**src/rtl/pong_score_ctrl.sv**
```systemverilog
// Score sequencer for two-player pong: keeps a BCD shadow of both scores, drives the
// external digit counters' inc/clr strobes, and runs the serve/pause/game-over flow.
module pong_score_ctrl #(
  parameter int WIN_SCORE    = 11,
  parameter int PAUSE_FRAMES = 60
) (
  input  logic       clk,
  input  logic       reset,
  input  logic       tick,
  input  logic       btn_start,
  input  logic       miss_l,
  input  logic       miss_r,
  output logic       d_clr,
  output logic       inc_l0,
  output logic       inc_l1,
  output logic       inc_r0,
  output logic       inc_r1,
  output logic       ball_en,
  output logic       game_over,
  output logic [1:0] winner
);

  typedef enum logic [2:0] {
    NEWGAME,
    WAIT,
    PLAY,
    SCORE,
    CHECK,
    PAUSE,
    OVER
  } state_t;

  localparam logic [6:0] WIN_VAL   = 7'(WIN_SCORE);
  localparam logic [7:0] PAUSE_LIM = 8'(PAUSE_FRAMES);

  state_t     state;
  logic       btn_start_q;
  logic       scorer_r;
  logic [3:0] l_units, l_tens, r_units, r_tens;
  logic [7:0] pause_cnt;
  logic [6:0] l_val, r_val;
  logic       start_edge;
  logic       scorer_won;

  assign start_edge = btn_start & ~btn_start_q;

  // Binary value of each shadow score, used only for the win comparison.
  always_comb begin
    l_val      = 7'({3'b000, l_tens} * 7'd10) + {3'b000, l_units};
    r_val      = 7'({3'b000, r_tens} * 7'd10) + {3'b000, r_units};
    scorer_won = scorer_r ? (r_val == WIN_VAL) : (l_val == WIN_VAL);
  end

  // Strobes and levels are registered on the edge that enters the state they belong
  // to, so a miss sampled in cycle n shows up as an inc strobe in cycle n+1.
  always_ff @(posedge clk or negedge reset) begin
    if (!reset) begin
      state       <= NEWGAME;
      btn_start_q <= 1'b0;
      scorer_r    <= 1'b0;
      l_units     <= 4'd0;
      l_tens      <= 4'd0;
      r_units     <= 4'd0;
      r_tens      <= 4'd0;
      pause_cnt   <= 8'd0;
      d_clr       <= 1'b0;
      inc_l0      <= 1'b0;
      inc_l1      <= 1'b0;
      inc_r0      <= 1'b0;
      inc_r1      <= 1'b0;
      ball_en     <= 1'b0;
      game_over   <= 1'b0;
      winner      <= 2'b00;
    end else begin
      btn_start_q <= btn_start;
      d_clr       <= 1'b0;
      inc_l0      <= 1'b0;
      inc_l1      <= 1'b0;
      inc_r0      <= 1'b0;
      inc_r1      <= 1'b0;

      case (state)
        NEWGAME: begin
          d_clr     <= 1'b1;
          l_units   <= 4'd0;
          l_tens    <= 4'd0;
          r_units   <= 4'd0;
          r_tens    <= 4'd0;
          winner    <= 2'b00;
          game_over <= 1'b0;
          ball_en   <= 1'b0;
          state     <= WAIT;
        end

        WAIT: begin
          if (start_edge) begin
            ball_en <= 1'b1;
            state   <= PLAY;
          end
        end

        PLAY: begin
          // Simultaneous misses cancel out; only a lone miss awards a point.
          if (miss_r && !miss_l) begin
            scorer_r <= 1'b0;
            inc_l0   <= 1'b1;
            inc_l1   <= (l_units == 4'd9);
            l_units  <= (l_units == 4'd9) ? 4'd0 : l_units + 4'd1;
            l_tens   <= (l_units == 4'd9) ? l_tens + 4'd1 : l_tens;
            ball_en  <= 1'b0;
            state    <= SCORE;
          end else if (miss_l && !miss_r) begin
            scorer_r <= 1'b1;
            inc_r0   <= 1'b1;
            inc_r1   <= (r_units == 4'd9);
            r_units  <= (r_units == 4'd9) ? 4'd0 : r_units + 4'd1;
            r_tens   <= (r_units == 4'd9) ? r_tens + 4'd1 : r_tens;
            ball_en  <= 1'b0;
            state    <= SCORE;
          end
        end

        SCORE: begin
          if (scorer_won) begin
            game_over <= 1'b1;
            winner    <= scorer_r ? 2'b10 : 2'b01;
          end
          state <= CHECK;
        end

        CHECK: begin
          if (scorer_won) begin
            state <= OVER;
          end else begin
            pause_cnt <= 8'd0;
            state     <= PAUSE;
          end
        end

        PAUSE: begin
          if (tick) begin
            pause_cnt <= pause_cnt + 8'd1;
            if (pause_cnt + 8'd1 == PAUSE_LIM) begin
              state <= WAIT;
            end
          end
        end

        OVER: begin
          if (start_edge) begin
            game_over <= 1'b0;
            winner    <= 2'b00;
            state     <= NEWGAME;
          end
        end

        default: state <= NEWGAME;
      endcase
    end
  end

endmodule
```
**config.mk**
```make
export PLATFORM = sky130hd
export DESIGN_NAME = pong_score_ctrl
export DESIGN_NICKNAME = d
export VERILOG_FILES = /design/src/rtl/pong_score_ctrl.sv
export SDC_FILE = /design/constraint.sdc
export NUM_CORES = 1
export LEC_CHECK = 0
export BUFFER_PORTS_ARGS = -buffer_cell sky130_fd_sc_hd__buf_2
export CAP_MARGIN = 10
export CORE_MARGIN = 4
export CORE_UTILIZATION = 55
export DETAILED_ROUTE_END_ITERATION = 10
export GPL_TIMING_DRIVEN = 1
export PLACE_DENSITY = 0.79
export SETUP_SLACK_MARGIN = 0.3
export SLEW_MARGIN = 20
export SYNTH_ARGS = -nofsm -noshare
export SYNTH_HDL_FRONTEND = slang
export SYNTH_SLANG_ARGS = --single-unit
```
**constraint.sdc**
```tcl
create_clock -name clk -period 2.3 [get_ports clk]
set_input_delay 0.345 -clock clk [delete_from_list [all_inputs] [get_ports clk]]
set_output_delay 0.345 -clock clk [all_outputs]
set_load 0.005 [all_outputs]
```
Yosys cells after proc, flatten, opt, wreduce, memory -nomap -nowiden
Index checks and enable logic that the tools add are counted.

storage, ports and cells
  register bits after elaboration = 38
  bits in latches = 0
  memory bits (writable) = 0
  memory bits (read-only) = 0
  input port bits = 6
  output and inout bits = 9
  word-level logic and storage cells = 119
  memories = 0

operators by class
  add/subtract/negate cells = 7
  multiply operators = 2
  div/mod/pow operators = 0
  order comparisons = 0
  equality and inequality tests = 23
  shift-type cells = 0
  muxes and demuxes = 50
  bitwise gates (word level) = 2
  reduce and logical (&&, ||, !) cells = 19

operator list
  kind                 number
  $mux 4               10
  $pmux 4 s2           4
  $ne 2x2->1 const B   11
  $pmux 3 s7           1
  $mux 1               19
  $mux 3               6
  $add 4x1->4 const B  4
  $mux 8               2
  $pmux 8 s2           1
  $reduce_and 3->1     5
  $add 7x4->7          2
  $eq 7x4->1 const B   2
  $mul 4x3->6 const B  2
  $eq 3x3->1 const B   3
  $add 8x1->8 const B  1
  $eq 4x4->1 const B   2
  $eq 8x6->1 const B   1
  $mux 2               4
  $eq 3x2->1 const B   2
  $pmux 1 s3           2
  $pmux 2 s3           1
  $reduce_bool 2->1    3
  $reduce_bool 3->1    2
  $reduce_and 5->1     1
  9 further kinds      12

Longest topological paths before layout
Gate-level depths: netlist (run 1).

  depth in word-level cells = 6
  gate-level depth with buffers = 10
  gate-level depth less buffers = 10

Least setup slack after synthesis (run 1)
Ideal clock, no wire load.

  path kind = reg-to-reg
  from = reg l_tens[1]
  to = reg pause_cnt[3]
  setup time = 0.147 ns
  data arrival time = 2.357 ns
  required time = 2.153 ns
  path slack = -0.204 ns
  cell stages (with the launch flop) = 10
  path buffers = 0
  period minus slack after synthesis = 2.504 ns
  path through = dfrtp_1 ha_1 ha_1 inv_1 fa_1 o21ai_0 xor2_1 o22ai_1 nor3_1 o211ai_1

on the way
  longest elaborated chain between the ends = 6

ends and longest elaborated chain
  what                        line  RTL
  start: declaration          39    logic [3:0] l_units, l_tens, r_units, r_tens;
  start signal: assignment    109   l_tens <= (l_units == 4'd9) ? l_tens + 4'd1 : l_tens;
  $mul 4x3->6                 49    l_val = 7'({3'b000, l_tens} * 7'd10) + {3'b000, l_units};
  $add 7x4->7                 49
  $eq 7x4->1                  51    scorer_won = scorer_r ? (r_val == WIN_VAL) : (l_val == WIN_VAL);
  $mux 1                      51
  $ne 2x2->1 (no line)        -
  $reduce_and 3->1 (no line)  -
  end signal: assignment      142   pause_cnt <= pause_cnt + 8'd1;
  end: declaration            40    logic [7:0] pause_cnt;

Every way passes these cells.
A chain may end at the register's enable or synchronous reset.

Final worst setup path (run 1)
  from = reg l_tens[3]
  to = reg winner[0]

on the way
  longest elaborated chain between the ends = 6

ends and longest elaborated chain
  what                        line  RTL
  $mul 4x3->6                 49
  $add 7x4->7                 49
  $eq 7x4->1                  51
  $mux 1                      51
  $ne 2x2->1 (no line)        -
  $reduce_and 3->1 (no line)  -
  end signal: assignment      126   winner <= scorer_r ? 2'b10 : 2'b01;
  end: declaration            20    output logic [1:0] winner

Every way passes these cells.

==> results of run 1 <==
cells in the final DEF (no fill, tap or decap), types with 3 or more instances in the layout:
master / Yosys / routed
dfrtp_1: 38 / 37
nand3_1: 9 / 9
or3_1: 3 / 3
buf_6: 3 / 3
ha_1: 22 / 18
xnor2_1: 4 / 3
o22ai_1: 5 / 4
buf_4: 0 / 17
o21ai_2: 0 / 7
nand4_1: 5 / 5
and3_1: 5 / 5
inv_1: 20 / 18
buf_2: 1 / 14
nor2b_1: 5 / 5
mux2i_1: 4 / 4
clkbuf_8: 2 / 5
o211ai_1: 3 / 3
nor2_1: 16 / 15
nor3_1: 4 / 3
nand2b_1: 6 / 4
nand2_1: 29 / 29
xor2_1: 5 / 4
nand3b_1: 5 / 5
a21oi_1: 11 / 11
o21ai_0: 28 / 21
sequential cells by signal, summed over array words and instances, names as in the netlist:
| register | cells |
|---|---|
| ball_en | 1 |
| btn_start_q | 1 |
| d_clr | 1 |
| game_over | 1 |
| inc_l0 | 1 |
| inc_l1 | 1 |
| inc_r0 | 1 |
| inc_r1 | 1 |
| l_tens | 4 |
| l_units | 4 |
| pause_cnt | 8 |
| r_tens | 4 |
| r_units | 4 |
| scorer_r | 1 |
| state | 3 |
| winner | 2 |
through the flow:
step	setup TNS (ps)	cells	instance area [sq um]	total power (W)	hold slack, ps
after detailed placement	-2548	339	2684	0.001579	480.0
after CTS	-2068	351	2867	0.002207	170.3
final	-1776	352	2932	0.002255	152.9
after floorplan	-172.1	266	2510	0.001421	49.41
after global routing	-2805	352	2932	0.002397	163.6
after global placement	-1159	339	2684	0.001556	476.1
layout make-up:
type,instances,area share [%]
Tap cell,52,2.219
Sequential cell,38,32.48
Multi-Input combinational cell,200,51.13
Inverter,20,2.561
Clock inverter,3,1.366
Clock buffer,5,2.347
Timing Repair Buffer,34,7.896
power by group through the flow:
| stage | Clock [W] | Sequential, W | Combinational, W |
|---|---|---|---|
| detailed placement | 0 | 0.000880 | 0.000699 |
| global placement | 0 | 0.000878 | 0.000678 |
| finish | 0.000573 | 0.000882 | 0.000800 |
| floorplan | 0 | 0.000832 | 0.000589 |
| CTS | 0.000576 | 0.000871 | 0.000759 |
| global route | 0.000608 | 0.000897 | 0.000891 |
how the worst max path moves through the flow:
stage / from / to / depth (start not counted)
after global placement: l_tens[1] / pause_cnt[4] / 9
after global routing: l_tens[3] / winner[0] / 11
after detailed placement: r_tens[1] / pause_cnt[1] / 9
after CTS: r_tens[3] / winner[0] / 11
final: l_tens[3] / winner[0] / 11
after floorplan: r_tens[1] / pause_cnt[3] / 9
worst max-delay path: stages, from the launching register on:
cell and delay (ps):
dfrtp_1 430, ha_4 260, ha_4 150, inv_2 50, fa_2 450, nand2b_4 160
mux2i_1 130, nand3_1 140, o22ai_4 270, buf_6 140, o21a_1 120, o22ai_1 70
logic make-up after synthesis:
| group | after synthesis | synth area share (%) |
|---|---|---|
| buffers and inverters | 28 | 6.028 |
| XOR/XNOR | 9 | 3.191 |
| AO/OA/AOI/OAI | 59 | 14.23 |
| adder cells (fa/ha/maj) | 26 | 14.39 |
| flip-flops | 38 | 38.50 |
| multiplexers | 4 | 1.621 |
| AND/OR/NAND/NOR | 102 | 22.04 |
metal layers:
layer	GRT usage, %	vias up	routed length [microns]
met5	0	-	0
met4	5.929	0	98
met3	4.806	10	246
met2	36.07	67	2804
met1	28.26	1031	2448
li1	-	993	-
timing repair:
| action | CTS | global route |
|---|---|---|
| gates resized for setup | 12 | 18 |
| setup buffers | 4 | 1 |
| setup endpoints to repair | 14 | 18 |
| pin swaps | 11 | 14 |
==> flow_summary_export.csv, run 1 <==
group,metric,value,unit
run_status,status,"complete, but fails checks",
run_status,violations,"setup timing",
pwr,powerDensity,769.3,nW/um^2
final_layout,multi_input_area,1499,sq um
setup_path,cp.arrival,2680,ps
global_routing,grt_remaining_overflow,0,
setup_path,r2r_start,"l_tens[3]",
floorplan,dieWidth,75.01,microns
pwr,pwr-share-clk,25.4,%
synthesis,avgSynthCellArea,9.285,sq um
placed_design,routabilityCongestion,0.8391,
synthesis,synth_cell_types,47,
synthesis,yosysWarnings,0,
final_layout,fin_util,67.33,%
timing,min_period,2497,ps
floorplan,start_util,56.72,%
cts,cts_inserted_buffers,5,
final_layout,fillers,325,
global_routing,grt_first_pass_wirelength,9252,microns
timing,fmax,0.4004,GHz
detailed_routing,drtIter0Drc,238,
synthesis,synth-edff-count,0,
final_layout,area_delta_synth_final,18.69,%
setup_path,end_kind,"flop",
timing,rsz0062_at_grt,"true",
detailed_routing,dr.pass1.iters,5,
cts,clkSinkCount,38,
synthesis,synth_top_area_share,38.50,%
placed_design,place_worst_setup_slack,-252.4,ps
global_routing,grt_pass1_vias,1937,
pwr,power.internal,0.001389,W
global_routing,grt_max_degree,39,
cts,clock_latency,300,ps
synthesis,ys_async_sr_fraction,100.0,%
floorplan,pin_count,15,
detailed_routing,vias_per_cell,5.969,
setup_path,reg2reg_to,"winner[0]",
floorplan,rows,24,
detailed_routing,detail_route.wl_per_cell,15.90,microns
min_path,hold_class,"in2async",
setup_path,cp-start-kind,"flop",
timing,period_share,108.6,%
setup_path,cp_max_fo,3,
floorplan,die_y,75.01,microns
placed_design,dp_hpwl,3721,microns
synthesis,synth.area.top_cells,"dfrtp_1 39%, ha_1 11%, o21ai_0 5.7%",
timing,max_slew_margin,42.26,%
timing,clock_skew,13.22,ps
synthesis,yosysTopAreaCell,"dfrtp_1",
pwr,switching_power,0.0008660,W
cts,hold_buffers,0,
cts,cts_tree,"done",
timing,setup_slack,-197.2,ps
global_routing,track_usage,21.60,%
flow_run,max_cap_violations,0,
timing,slew_viol_final,0,
synthesis,synth_top_flop_cell,"dfrtp_1",
timing,hold_viol,0,
detailed_routing,routed-via-count,2101,
cts,htreeDepth,2,
cts,clock_path_buffers,2,
setup_path,r2r_cells,11,
synthesis,ys_ff_latch,38,
synthesis,yosys-top-cells-count,"38 x dfrtp_1, 29 x nand2_1, 28 x o21ai_0",
cts,root_buffer,"clkbuf_8",
synthesis,yosysMostFrequentCell,"dfrtp_1",
cts,path_clk_slew,90,ps
setup_path,required,2480,ps
pwr,peakVddDrop,0.3792,mV
pwr,comb_power_share,35.5,%
synthesis,synth_fp_nets,298,
timing,setup_violations,13,
pwr,p_seq_share,39.1,%
floorplan,core,4354,sq um
timing,worst_slew_pin_slew,866.1,ps
final_layout,drive_gt1_share,24.33,%
detailed_routing,ant_nets,0,
global_routing,antenna_found_initial,0,
final_layout,antennaDiodeCount,0,
final_layout,nets,331,
detailed_routing,drt-total-wl,5598,microns
synthesis,seq_area_frac_synth,38.50,%
synthesis,syn_inst,266,
detailed_routing,drc_errors,0,
placed_design,port_buffers,14,
setup_path,critical_path_class,"reg2reg",
final_layout,regArea,952.2,sq um
floorplan,die_area,5627,sq um
synthesis,synth_area,2470,sq um
pwr,switching_share,38.40,%
setup_path,reg2reg_slack,-200,ps
pwr,p_leak,1.421,nW
Power figures use the tool's default switching activity.
==> inputs of run 2 (changes only) <==
==> constraint.sdc (replaced) <==
create_clock -name clk -period 2.3 [get_ports clk]
set_input_delay 0.23 -clock clk [delete_from_list [all_inputs] [get_ports clk]]
set_output_delay 0.23 -clock clk [all_outputs]
set_load 0.005 [all_outputs]
==> run 2 against run 1 <==
Compared with the run above:
- the flow still finishes with violations (setup timing)
- via count fell by 1.5%
- cell count grew 0.57%
- cell area rose by 0.30%
- sequential cell count unchanged
- highest routed layer unchanged
==> flow_summary_export.csv, run 2 (same netlist as run 1, synthesis figures left out) <==
group,metric,value,unit
setup_path,reg2reg_slack,-180,ps
floorplan,core,4354,sq um
cts,cts_inserted_buffers,5,
final_layout,drive_gt1_share,22.85,%
floorplan,die_y,75.01,microns
global_routing,grt_max_degree,39,
setup_path,cp-start-kind,"flop",
pwr,peakVddDrop,0.4117,mV
pwr,p_leak,1.424,nW
placed_design,dp_hpwl,3651,microns
cts,htreeDepth,2,
detailed_routing,wirelength_met1,2473,microns
detailed_routing,dr.pass1.iters,4,
timing,setup_violations,13,
global_routing,track_usage,20.16,%
timing,hold_viol,0,
pwr,p_total,0.002359,W
setup_path,cp_max_fo,3,
detailed_routing,route.met2.wl,2611,microns
cts,path_clk_slew,90,ps
setup_path,critical_path_class,"reg2reg",
final_layout,area_delta_synth_final,19.05,%
detailed_routing,detail_route.wl_per_cell,15.29,microns
cts,clkSinkCount,38,
setup_path,required,2490,ps
final_layout,regMostFlops,"pause_cnt",
final_layout,antennaDiodeCount,0,
cts,clock_path_buffers,2,
floorplan,dieWidth,75.01,microns
setup_path,crit_end,"winner[0]",
final_layout,nets,333,
placed_design,port_buffers,14,
setup_path,r2r_start,"l_tens[1]",
detailed_routing,vias_per_cell,5.847,
run_status,status,"complete, but fails checks",
setup_path,r2r_cells,11,
pwr,powerDensity,802.3,nW/um^2
final_layout,regArea,952.2,sq um
final_layout,final_cell_area,2940,sq um
detailed_routing,drtIter0Drc,140,
run_status,violations,"setup timing",
cts,root_buffer,"clkbuf_8",
timing,finalSetupTns,-1552,ps
global_routing,grt_first_pass_wirelength,8783,microns
timing,fmax,0.4039,GHz
placed_design,dpl-instance-area,2691,sq um
detailed_routing,drc_errors,0,
detailed_routing,wl_met3,212,microns
setup_path,cp.arrival,2670,ps
floorplan,start_util,56.72,%
timing,period_share,107.7,%
timing,max_slew_margin,43.13,%
final_layout,multi_input_area,1471,sq um
timing,slew_viol_final,0,
detailed_routing,routed-via-count,2070,
timing,setup_slack,-176.2,ps
floorplan,rows,24,
floorplan,die_area,5627,sq um
min_path,hold_class,"in2async",
global_routing,grt_remaining_overflow,0,
cts,clock_latency,300,ps
floorplan,pin_count,15,
setup_path,end_kind,"flop",
final_layout,fillers,322,
timing,min_period,2476,ps
final_layout,largest_reg_flops,8,
detailed_routing,ant_nets,0,
global_routing,grt_pass1_vias,1905,
detailed_routing,drt-total-wl,5411,microns
detailed_routing,dr.max_layer_used,"met4",
placed_design,routabilityCongestion,0.8426,
setup_path,reg2reg_to,"winner[0]",
timing,clock_skew,12.17,ps
cts,cts_tree,"done",
final_layout,layout_commonest_cell,"dfrtp_1",
final_layout,mostFrequentLayoutCells,"37 x dfrtp_1, 29 x nand2_1, 21 x buf_4",
setup_path,cp-startpoint,"l_tens[1]",
timing,worst_slew_pin_slew,853.1,ps
timing,rsz0062_at_grt,"true",
flow_run,max_cap_violations,0,
global_routing,antenna_found_initial,0,
-- run 2: worst min-delay path by stage --
stage          startpoint  slack (ps)     endpoint  cells after the start
2_1_floorplan       reset         -70      ball_en                      0
5_1_grt         btn_start          50  btn_start_q                      1
4_1_cts         btn_start          50  btn_start_q                      1
6_report            reset          20       inc_l1                      1
3_3_place_gp    btn_start         360  btn_start_q                      1
3_5_place_dp    btn_start         370  btn_start_q                      1
-- run 2: report_power, final --
part	total, W	internal [W]	switching [W]
clock network	0.000695	0.000435	0.000260
registers	0.000876	0.000754	0.000123
logic	0.000788	0.000317	0.000471
total	0.00236	0.00151	0.000853
-- run 2: critical path, cell delays in order (launching register included) --
cell	delay [ps]
dfrtp_2	430
ha_4	280
ha_4	120
inv_2	30
fa_2	530
nand2b_1	60
mux2i_1	160
nand3_1	170
o22ai_4	250
buf_6	140
o21a_1	120
o22ai_1	70
-- run 2: what timing repair did --
| action | in CTS | in global routing |
|---|---|---|
| endpoints found under the setup margin | 13 | 14 |
| gates resized for setup | 11 | 11 |
| hold buffers | 0 | 0 |
| pin swaps | 11 | 13 |
| buffers inserted | 1 | 5 |
-- run 2: area by class of cell --
class                   instances  area share, %
multi-input cells             200          50.04
flip-flops and latches         38          32.38
repair buffers                 36          8.128
inverters                      20          2.553
clock buffers                   5          2.340
clock inverters                 3          2.340
well taps                      52          2.213
-- run 2: layer usage --
layer | vias up | global-route usage [%]
met5 | - | 0
met4 | 0 | 6.917
met3 | 12 | 3.872
met2 | 50 | 31.82
met1 | 1006 | 27.75
li1 | 1002 | -
-- run 2: per-stage QoR --
stage	worst slack (ps)	utilization [%]	std cells	hold slack (ps)
6_report	-176.2	67.53	354	22.63
2_1_floorplan	-26.09	-	266	-65.59
3_5_place_dp	-309.3	61.81	340	369.5
4_1_cts	-207.2	65.92	349	53.03
5_1_grt	-309.5	67.53	354	54.90
3_3_place_gp	-128.8	61.81	340	360.7
